File: config.mk
export PLATFORM = sky130hd
export DESIGN_NAME = prirv32_ifu_prefetch
export DESIGN_NICKNAME = d
export VERILOG_FILES = /design/src/rtl/prirv32_ifu_prefetch.sv
export SDC_FILE = /design/constraint.sdc
export NUM_CORES = 1
export LEC_CHECK = 0
export BUFFER_PORTS_ARGS = -buffer_cell sky130_fd_sc_hd__buf_2
export CORE_UTILIZATION = 30
export DETAILED_ROUTE_END_ITERATION = 12
export GPL_ROUTABILITY_DRIVEN = 1
export HOLD_SLACK_MARGIN = 0.1
export PLACE_DENSITY_LB_ADDON = 0.1
export SYNTH_ARGS = -nofsm -noshare
export SYNTH_HDL_FRONTEND = slang
export SYNTH_SLANG_ARGS = --single-unit
File: constraint.sdc
create_clock -name clk_in -period 7.7 [get_ports clk_in]
set_clock_uncertainty 0.05 [all_clocks]
set_input_delay 0.77 -clock clk_in [delete_from_list [all_inputs] [get_ports clk_in]]
set_output_delay 0.77 -clock clk_in [all_outputs]
set_load 0.02 [all_outputs]
File: src/rtl/prirv32_ifu_prefetch.sv
// priRV32 prefetching instruction fetch unit.
// Issues sequential word fetches under a credit limit and takes in-order responses.
// Decodes imm/rs1/rs2/rd as each word is written and buffers the result in a DEPTH-entry
// FIFO that feeds decode/execute. A redirect flushes the FIFO and marks every in-flight
// response as stale so it is dropped when it returns.
module prirv32_ifu_prefetch #(
    parameter int          DEPTH    = 4,
    parameter logic [31:0] RESET_PC = 32'h0000_0000
) (
    input  logic        clk_in,
    input  logic        rst_n,
    output logic        mem_req_valid,
    input  logic        mem_req_ready,
    output logic [31:0] mem_req_addr,
    input  logic        mem_rsp_valid,
    input  logic [31:0] mem_rsp_data,
    input  logic        redirect_valid,
    input  logic [31:0] redirect_pc,
    output logic        dec_valid,
    input  logic        dec_ready,
    output logic [31:0] dec_pc,
    output logic [31:0] dec_instr,
    output logic [31:0] dec_imm,
    output logic [4:0]  dec_rs1,
    output logic [4:0]  dec_rs2,
    output logic [4:0]  dec_rd,
    output logic        dec_illegal
);

    localparam int AW = (DEPTH > 1) ? $clog2(DEPTH) : 1;
    localparam int CW = $clog2(DEPTH + 1);
    localparam logic [CW:0]   DEPTH_W  = (CW + 1)'(DEPTH);
    localparam logic [CW-1:0] FULL_CNT = CW'(DEPTH);

    localparam logic [6:0] OP_LUI    = 7'b0110111;
    localparam logic [6:0] OP_AUIPC  = 7'b0010111;
    localparam logic [6:0] OP_JAL    = 7'b1101111;
    localparam logic [6:0] OP_JALR   = 7'b1100111;
    localparam logic [6:0] OP_BRANCH = 7'b1100011;
    localparam logic [6:0] OP_LOAD   = 7'b0000011;
    localparam logic [6:0] OP_STORE  = 7'b0100011;
    localparam logic [6:0] OP_IMM    = 7'b0010011;
    localparam logic [6:0] OP_OP     = 7'b0110011;
    localparam logic [6:0] OP_MISC   = 7'b0001111;
    localparam logic [6:0] OP_SYSTEM = 7'b1110011;

    typedef struct packed {
        logic [31:0] pc;
        logic [31:0] instr;
        logic [31:0] imm;
        logic [4:0]  rs1;
        logic [4:0]  rs2;
        logic [4:0]  rd;
        logic        illegal;
    } entry_t;

    // Immediate for the RV32I formats; anything without one (or illegal) yields 0.
    function automatic logic [31:0] decode_imm(input logic [31:0] w);
        logic [31:0] imm;
        logic [31:0] i_imm;
        imm   = '0;
        i_imm = {{20{w[31]}}, w[31:20]};
        case (w[6:0])
            OP_JAL:           imm = {{12{w[31]}}, w[19:12], w[20], w[30:21], 1'b0};
            OP_LUI, OP_AUIPC: imm = {w[31:12], 12'b0};
            OP_JALR:          imm = (w[14:12] == 3'b000) ? i_imm : '0;
            OP_LOAD, OP_IMM:  imm = i_imm;
            OP_MISC:          imm = (w[14:12] == 3'b001) ? i_imm : '0; // FENCE.I only
            OP_BRANCH:        imm = {{20{w[31]}}, w[7], w[30:25], w[11:8], 1'b0};
            OP_STORE:         imm = {{20{w[31]}}, w[31:25], w[11:7]};
            default:          imm = '0;
        endcase
        return imm;
    endfunction

    function automatic logic is_legal(input logic [6:0] op);
        logic ok;
        case (op)
            OP_LUI, OP_AUIPC, OP_JAL, OP_JALR, OP_BRANCH, OP_LOAD,
            OP_STORE, OP_IMM, OP_OP, OP_MISC, OP_SYSTEM: ok = 1'b1;
            default:                                      ok = 1'b0;
        endcase
        return ok;
    endfunction

    logic [31:0]   fetch_pc;
    logic [31:0]   resp_pc;
    logic [CW-1:0] outstanding;
    logic [CW-1:0] discard;
    logic [CW-1:0] count;
    logic [AW-1:0] wr_ptr;
    logic [AW-1:0] rd_ptr;
    entry_t        fifo_q [DEPTH];

    logic [CW-1:0] live;
    logic [CW:0]   credit_sum;
    logic          req_fire;
    logic          rsp_ok;
    logic          push;
    logic          pop;
    entry_t        push_entry;
    entry_t        head;

    // Credits: buffered entries plus live (non-stale) requests must leave room in the FIFO,
    // so every response that will be kept is guaranteed a slot.
    assign live          = outstanding - discard;
    assign credit_sum    = {1'b0, count} + {1'b0, live};
    assign mem_req_valid = rst_n && !redirect_valid && (credit_sum < DEPTH_W);
    assign mem_req_addr  = fetch_pc;
    assign req_fire      = mem_req_valid && mem_req_ready;

    // A response only retires a credit if one is outstanding; guards against underflow.
    assign rsp_ok = mem_rsp_valid && (outstanding != '0);
    assign push   = mem_rsp_valid && (discard == '0) && !redirect_valid;
    assign pop    = dec_valid && dec_ready && !redirect_valid;

    // Decode the returning word so the FIFO head is ready without any comb path from memory.
    always_comb begin
        push_entry         = '0;
        push_entry.pc      = resp_pc;
        push_entry.instr   = mem_rsp_data;
        push_entry.imm     = decode_imm(mem_rsp_data);
        push_entry.rs1     = mem_rsp_data[19:15];
        push_entry.rs2     = mem_rsp_data[24:20];
        push_entry.rd      = mem_rsp_data[11:7];
        push_entry.illegal = !is_legal(mem_rsp_data[6:0]);
    end

    // Fetch/response PCs, credit counters and FIFO pointers; redirect overrides everything.
    always_ff @(posedge clk_in or negedge rst_n) begin
        if (!rst_n) begin
            fetch_pc    <= RESET_PC;
            resp_pc     <= RESET_PC;
            outstanding <= '0;
            discard     <= '0;
            count       <= '0;
            wr_ptr      <= '0;
            rd_ptr      <= '0;
        end else if (redirect_valid) begin
            fetch_pc    <= {redirect_pc[31:2], 2'b00};
            resp_pc     <= {redirect_pc[31:2], 2'b00};
            // Everything still in flight after this cycle's response belongs to the old stream.
            outstanding <= outstanding - CW'(rsp_ok);
            discard     <= outstanding - CW'(rsp_ok);
            count       <= '0;
            wr_ptr      <= '0;
            rd_ptr      <= '0;
        end else begin
            if (req_fire)
                fetch_pc <= fetch_pc + 32'd4;
            outstanding <= outstanding + CW'(req_fire) - CW'(rsp_ok);
            if (mem_rsp_valid && (discard != '0))
                discard <= discard - CW'(1);
            if (push) begin
                resp_pc <= resp_pc + 32'd4;
                wr_ptr  <= wr_ptr + AW'(1);
            end
            if (pop)
                rd_ptr <= rd_ptr + AW'(1);
            count <= count + CW'(push) - CW'(pop);
        end
    end

    // FIFO storage; entries are zeroed on reset so the idle outputs read as 0.
    always_ff @(posedge clk_in or negedge rst_n) begin
        if (!rst_n) begin
            for (int i = 0; i < DEPTH; i++)
                fifo_q[i] <= '0;
        end else if (push) begin
            fifo_q[wr_ptr] <= push_entry;
        end
    end

    assign head        = fifo_q[rd_ptr];
    assign dec_valid   = (count != '0);
    assign dec_pc      = head.pc;
    assign dec_instr   = head.instr;
    assign dec_imm     = head.imm;
    assign dec_rs1     = head.rs1;
    assign dec_rs2     = head.rs2;
    assign dec_rd      = head.rd;
    assign dec_illegal = head.illegal;

    // Credit invariants: no push into a full FIFO without a pop, counters bounded by DEPTH.
    always_ff @(posedge clk_in) begin
        if (rst_n) begin
            assert (!(push && !pop && (count == FULL_CNT)));
            assert (outstanding <= FULL_CNT);
            assert (discard <= outstanding);
        end
    end

endmodule

======== Word-level counts from Yosys, hierarchy flattened ========
Cells that the tools add are included.
cells by class
  reductions and logical operators ........ 24
  muxes and demuxes ....................... 22
  order comparisons ....................... 4
  bitwise gates (word level) .............. 2
  equal/unequal tests ..................... 12
  add/subtract/negate cells ............... 12
operators with widths
  cell                                                       number
  bitwise mux 448 bit                                        1
  two-way mux 112 bit                                        3
  binary-select mux 112 bit (select 2 bit)                   1
  demux 112 bit (select 2 bit)                               1
  case mux 32 bit (7 select lines)                           1
  two-way mux 32 bit                                         6
  adder 32 x 3 -> 32 bit (second input constant)             2
  == test 7 bit (second input constant)                      4
  == test 7 x 6 -> 1 bit (second input constant)             3
  == test 7 x 5 -> 1 bit (second input constant)             2
  two-way mux 3 bit                                          4
  OR reduction 11 bit                                        1
  logical AND 1 bit                                          10
  nonzero test 3 bit                                         3
  subtractor 3 x 1 -> 3 bit                                  3
  two-way mux 2 bit                                          4
  nonzero test 2 bit                                         4
  == test 7 x 2 -> 1 bit (second input constant)             1
  == test 7 x 4 -> 1 bit (second input constant)             1
  adder 3 x 1 -> 3 bit                                       2
  greater-or-equal comparator 3 bit (second input constant)  2
  logical NOT 3 bit                                          2
  NOT 2 -> 3 bit                                             2
  adder 2 x 1 -> 2 bit (second input constant)               2
  other kinds (9)                                            11
storage, ports and cells
  register bits after elaboration ......... 525
  output and inout bits ................... 146
  word-level logic and storage cells ...... 111

======== Longest topological paths before layout ========
  depth after elaboration ................. 8
  mapped depth ............................ 17

======== Least setup slack after synthesis ========
Ideal clock, no wire load.
  path kind ............................... flip-flop to flip-flop
  from .................................... reg outstanding[0]
  to ...................................... reg outstanding[2]
  slack ................................... 3.767 ns
  required time ........................... 7.571 ns
  arrival time ............................ 3.804 ns
  stages on the path, launching flop included .. 18
  path buffers ............................ 1
  cells stage by stage .................... dfrtp_1 -> inv_1 -> ha_1 -> inv_1 -> fa_1 -> xnor2_1 -> ha_1 -> or4b_4 -> nor4b_4 -> inv_2 -> clkbuf_1 -> ha_1 -> inv_1 -> ha_1 -> fa_1 -> xor2_1 -> o21ai_0 -> xor2_1
between the ends
  cells in the longest elaborated chain, start to end .. 8
  elaborated cells between the ends (all ways) .. 11
  classes of those cells .................. 5 x add/sub; 1 x order compare; 1 x mux; 4 x reduce/logical
RTL lines
  item                                 line  text
  start: declaration                   88    logic [CW-1:0] outstanding;
  start signal: assignment             143   outstanding <= outstanding - CW'(rsp_ok);
  start signal: assignment             151   outstanding <= outstanding + CW'(req_fire) - CW'(rsp_ok);
  subtractor 3 bit                     106   assign live = outstanding - discard;
  adder 3 x 3 -> 4 bit                 107   assign credit_sum = {1'b0, count} + {1'b0, live};
  less-than comparator 4 x 3 -> 1 bit  108   assign mem_req_valid = rst_n && !redirect_valid && (credit_sum < DEPTH_W);
  logical AND 1 bit                    108
  logical AND 1 bit                    110   assign req_fire = mem_req_valid && mem_req_ready;
  adder 3 x 1 -> 3 bit                 151
  subtractor 3 x 1 -> 3 bit            151
  two-way mux 3 bit (*)                139   end else if (redirect_valid) begin
Every way passes the cells marked *; elsewhere a longest branch is shown, timed or not.
A chain may end at the register's enable or synchronous reset.

======== Worst setup path in the final report ========
Ends and elaborated chain as after synthesis.

==> out/metrics.cfg <==
[run_status]
status = complete, no violations

[die]
die_h_um = 267
die-width_um = 267
start_util = 0.305
boundaryPins = 216
core_area_um2 = 68900
num_rows = 96
dieArea_um2 = 71100

[drt]
drtIter0Drc = 1164
drcViolationCount = 0
vias = 15800
wl_per_cell_um = 20.4
ant_nets = 0
routed_wl_mm = 66.0
avgViaCountPerCell = 4.89
first_pass_iters = 5

[global_route]
grt_max_degree = 174
grt-ovfl-total = 0
grt_pass1_vias = 16300
grt_usage = 0.188
grt_pass1_wl_mm = 102
antenna_found_initial = 2

[cts]
cts_tree = built
hold_buffers = 1
cts_resized = 0
clkLatencyLatePin_ps = 600
cts_max_path_buffers = 3
clock_tree.root_cell = clkbuf_16
cts_made_buffers = 54
cts_sinks = 453
htreeDepth = 2
cts_setup_buffers = 0
clk_pin_slew_worst_paths_ps = 60

[pwr]
power-per-cell-area_nw_per_um2 = 334
total_leakage_power_nw = 11.9
power.total_mw = 8.20
irDropWorstVdd_mv = 0.157

[setup_path]
worst_ep_required_time_ps = 8170
worst-setup-path-type = reg2reg
end_kind = flop
crit_buf_inv = 5
cp-start-kind = flop
crit_top_cell = ha_1
cp.arrival_ps = 4880
cp_max_fo = 24
crit_family = adder cells
slowest_stage = or4b_4
max_stage_delay_ps = 540
crit_chain = inv_1 -> ha_1 -> inv_1 -> fa_1 -> xnor2_1 -> ha_1 -> or4b_4 -> nor4b_4 -> buf_4 -> inv_2 -> ha_1 -> inv_1 -> ha_1 -> fa_1 -> xor2_1 -> o21ai_0 -> xor2_1

[layout]
fin_cells = 3236
design_area_um2 = 24600
fillers = 7061
drive_gt1_frac = 0.193
area_growth_pct = 16.9
multi_input_area_um2 = 8930
ff_latch_area_um2 = 11300
layout.nets = 2352

[sta]
tns_ps = 0
hold_viol_final = 0
drv_slew = 0
max_freq_ghz = 0.227
worst_pin_slew_ps = 1150
period_share = 0.572
relSlewSlack = 0.233
whs_ps = 368
finalCriticalPeriod_ps = 4400
rsz0062_at_grt = false
setup_viol = 0

[placed_design]
io_buffer_count = 209
hpwl_mm = 39.6
routabilityCongestion = 0.779
placed_cell_area_um2 = 22800
dp.cells = 3136

[logic_synthesis]
synth-warning-count = 0
synth.avg_cell_area_um2 = 9.82
synth_top_area_frac = 0.539
yosysMostFrequentCell = nand2_1
netlist_instances = 2141
synthTopCellsByCount = 816 x nand2_1, 453 x dfrtp_1, 127 x nor2_1
synthArstFlopShare = 1.00
ys_ff_latch = 453
yosys.area.top_type = dfrtp_1
synthTopCellsByArea = dfrtp_1 54%, nand2_1 15%, mux4_2 10%, nor2_1 2.3%, clkbuf_1 2.1%
synth_ff_type = dfrtp_1
synth-edff-count = 0
syn_area_um2 = 21000
ys_types = 62
ys_seq_area_frac = 0.539

[run]
max_cap_viol_count = 0

[worst_hold_path]
min_path_type = in2reg

## power by group
part	internal (mW)	switching [mW]	leakage [nW]	total, mW
clock network	1.55	1.03	0.888	2.58
logic	1.01	1.45	4.94	2.46
registers	2.81	0.354	6.04	3.17
## routing by layer
| layer | up-vias | wire [um] | GRT usage |
|---|---|---|---|
| li1 | 7398 | - | - |
| met1 | 7973 | 29900 | 0.260 |
| met2 | 376 | 32000 | 0.313 |
| met3 | 69 | 3090 | 0.0269 |
| met4 | 4 | 966 | 0.0426 |
| met5 | - | 16 | 0 |
## path summary, 6_finish.rpt
check | endpoint | slack [ps] | start | depth (start not counted)
worst max register to register | outstanding[2]$_DFF_PN0_ | 3300 | outstanding[0]$_DFF_PN0_ | 17
worst max-delay path | outstanding[2]$_DFF_PN0_ | 3300 | outstanding[0]$_DFF_PN0_ | 17
max in group asynchronous | fifo_q[298]$_DFFE_PN0P_ | 4720 | rst_n | 4
worst min-delay path | resp_pc[13]$_DFFE_PN0N_ | 370 | redirect_pc[13] | 2
min in group asynchronous | fifo_q[277]$_DFFE_PN0P_ | 670 | rst_n | 2
worst min register to register | fifo_q[208]$_DFFE_PN0P_ | 420 | fifo_q[208]$_DFFE_PN0P_ | 2
## through the flow
stage,setup slack [ps],util
5_1_grt,2990,0.356
3_5_place_dp,3290,0.330
4_1_cts,3260,0.356
6_report,3300,0.356
2_1_floorplan,3770,-
3_3_place_gp,3290,0.330
## final cells by class
cell class,instances,area share
sequential,453,0.462
multi-input combinational,1499,0.363
clock buffer,91,0.0706
timing repair buffer,232,0.0511
tap,931,0.0474
inverter,22,0.00336
clock inverter,7,0.00244
antenna,1,0.000102
## registers in the layout (all words and copies together) (netlist names)
name	flops
count	3
discard	3
fifo_q	380
mem_req_addr	30
outstanding	3
rd_ptr	2
resp_pc	30
wr_ptr	2
## cells by family (layout without fill, tap and decap cells)
group / Yosys count / after routing / share of synthesized area
buffers and inverters: 192 / 352 / 0.0392
muxes: 114 / 114 / 0.112
xor gates and xnor gates: 46 / 46 / 0.0192
and+or+nand+nor: 1061 / 1061 / 0.206
other: 1 / 5 / 0.000178
AOI/OAI and AO/OA: 254 / 254 / 0.0718
DFF: 453 / 453 / 0.539
adders and majority gates: 20 / 20 / 0.0130
## cell usage in the layout (no fill, tap or decap), types with 6 or more instances in the layout
cell and count:
o211ai_1 8, inv_1 21, o311ai_0 8, buf_2 208, nor3_1 9, mux2_2 14
clkbuf_8 18, nand2_1 812, ha_1 17, clkbuf_1 16, nand4_1 13, clkinv_2 6
dfrtp_1 451, xnor2_1 29, a22oi_1 16, o21ai_0 59, nor4_1 9, clkbuf_16 57
mux4_2 95, nor2_1 127, a21oi_1 75, buf_4 20, xor2_1 17, a31oi_1 38
o21ai_1 25, nand3_1 29, and3_1 14
No activity file was read; power rests on OpenSTA's default activity.
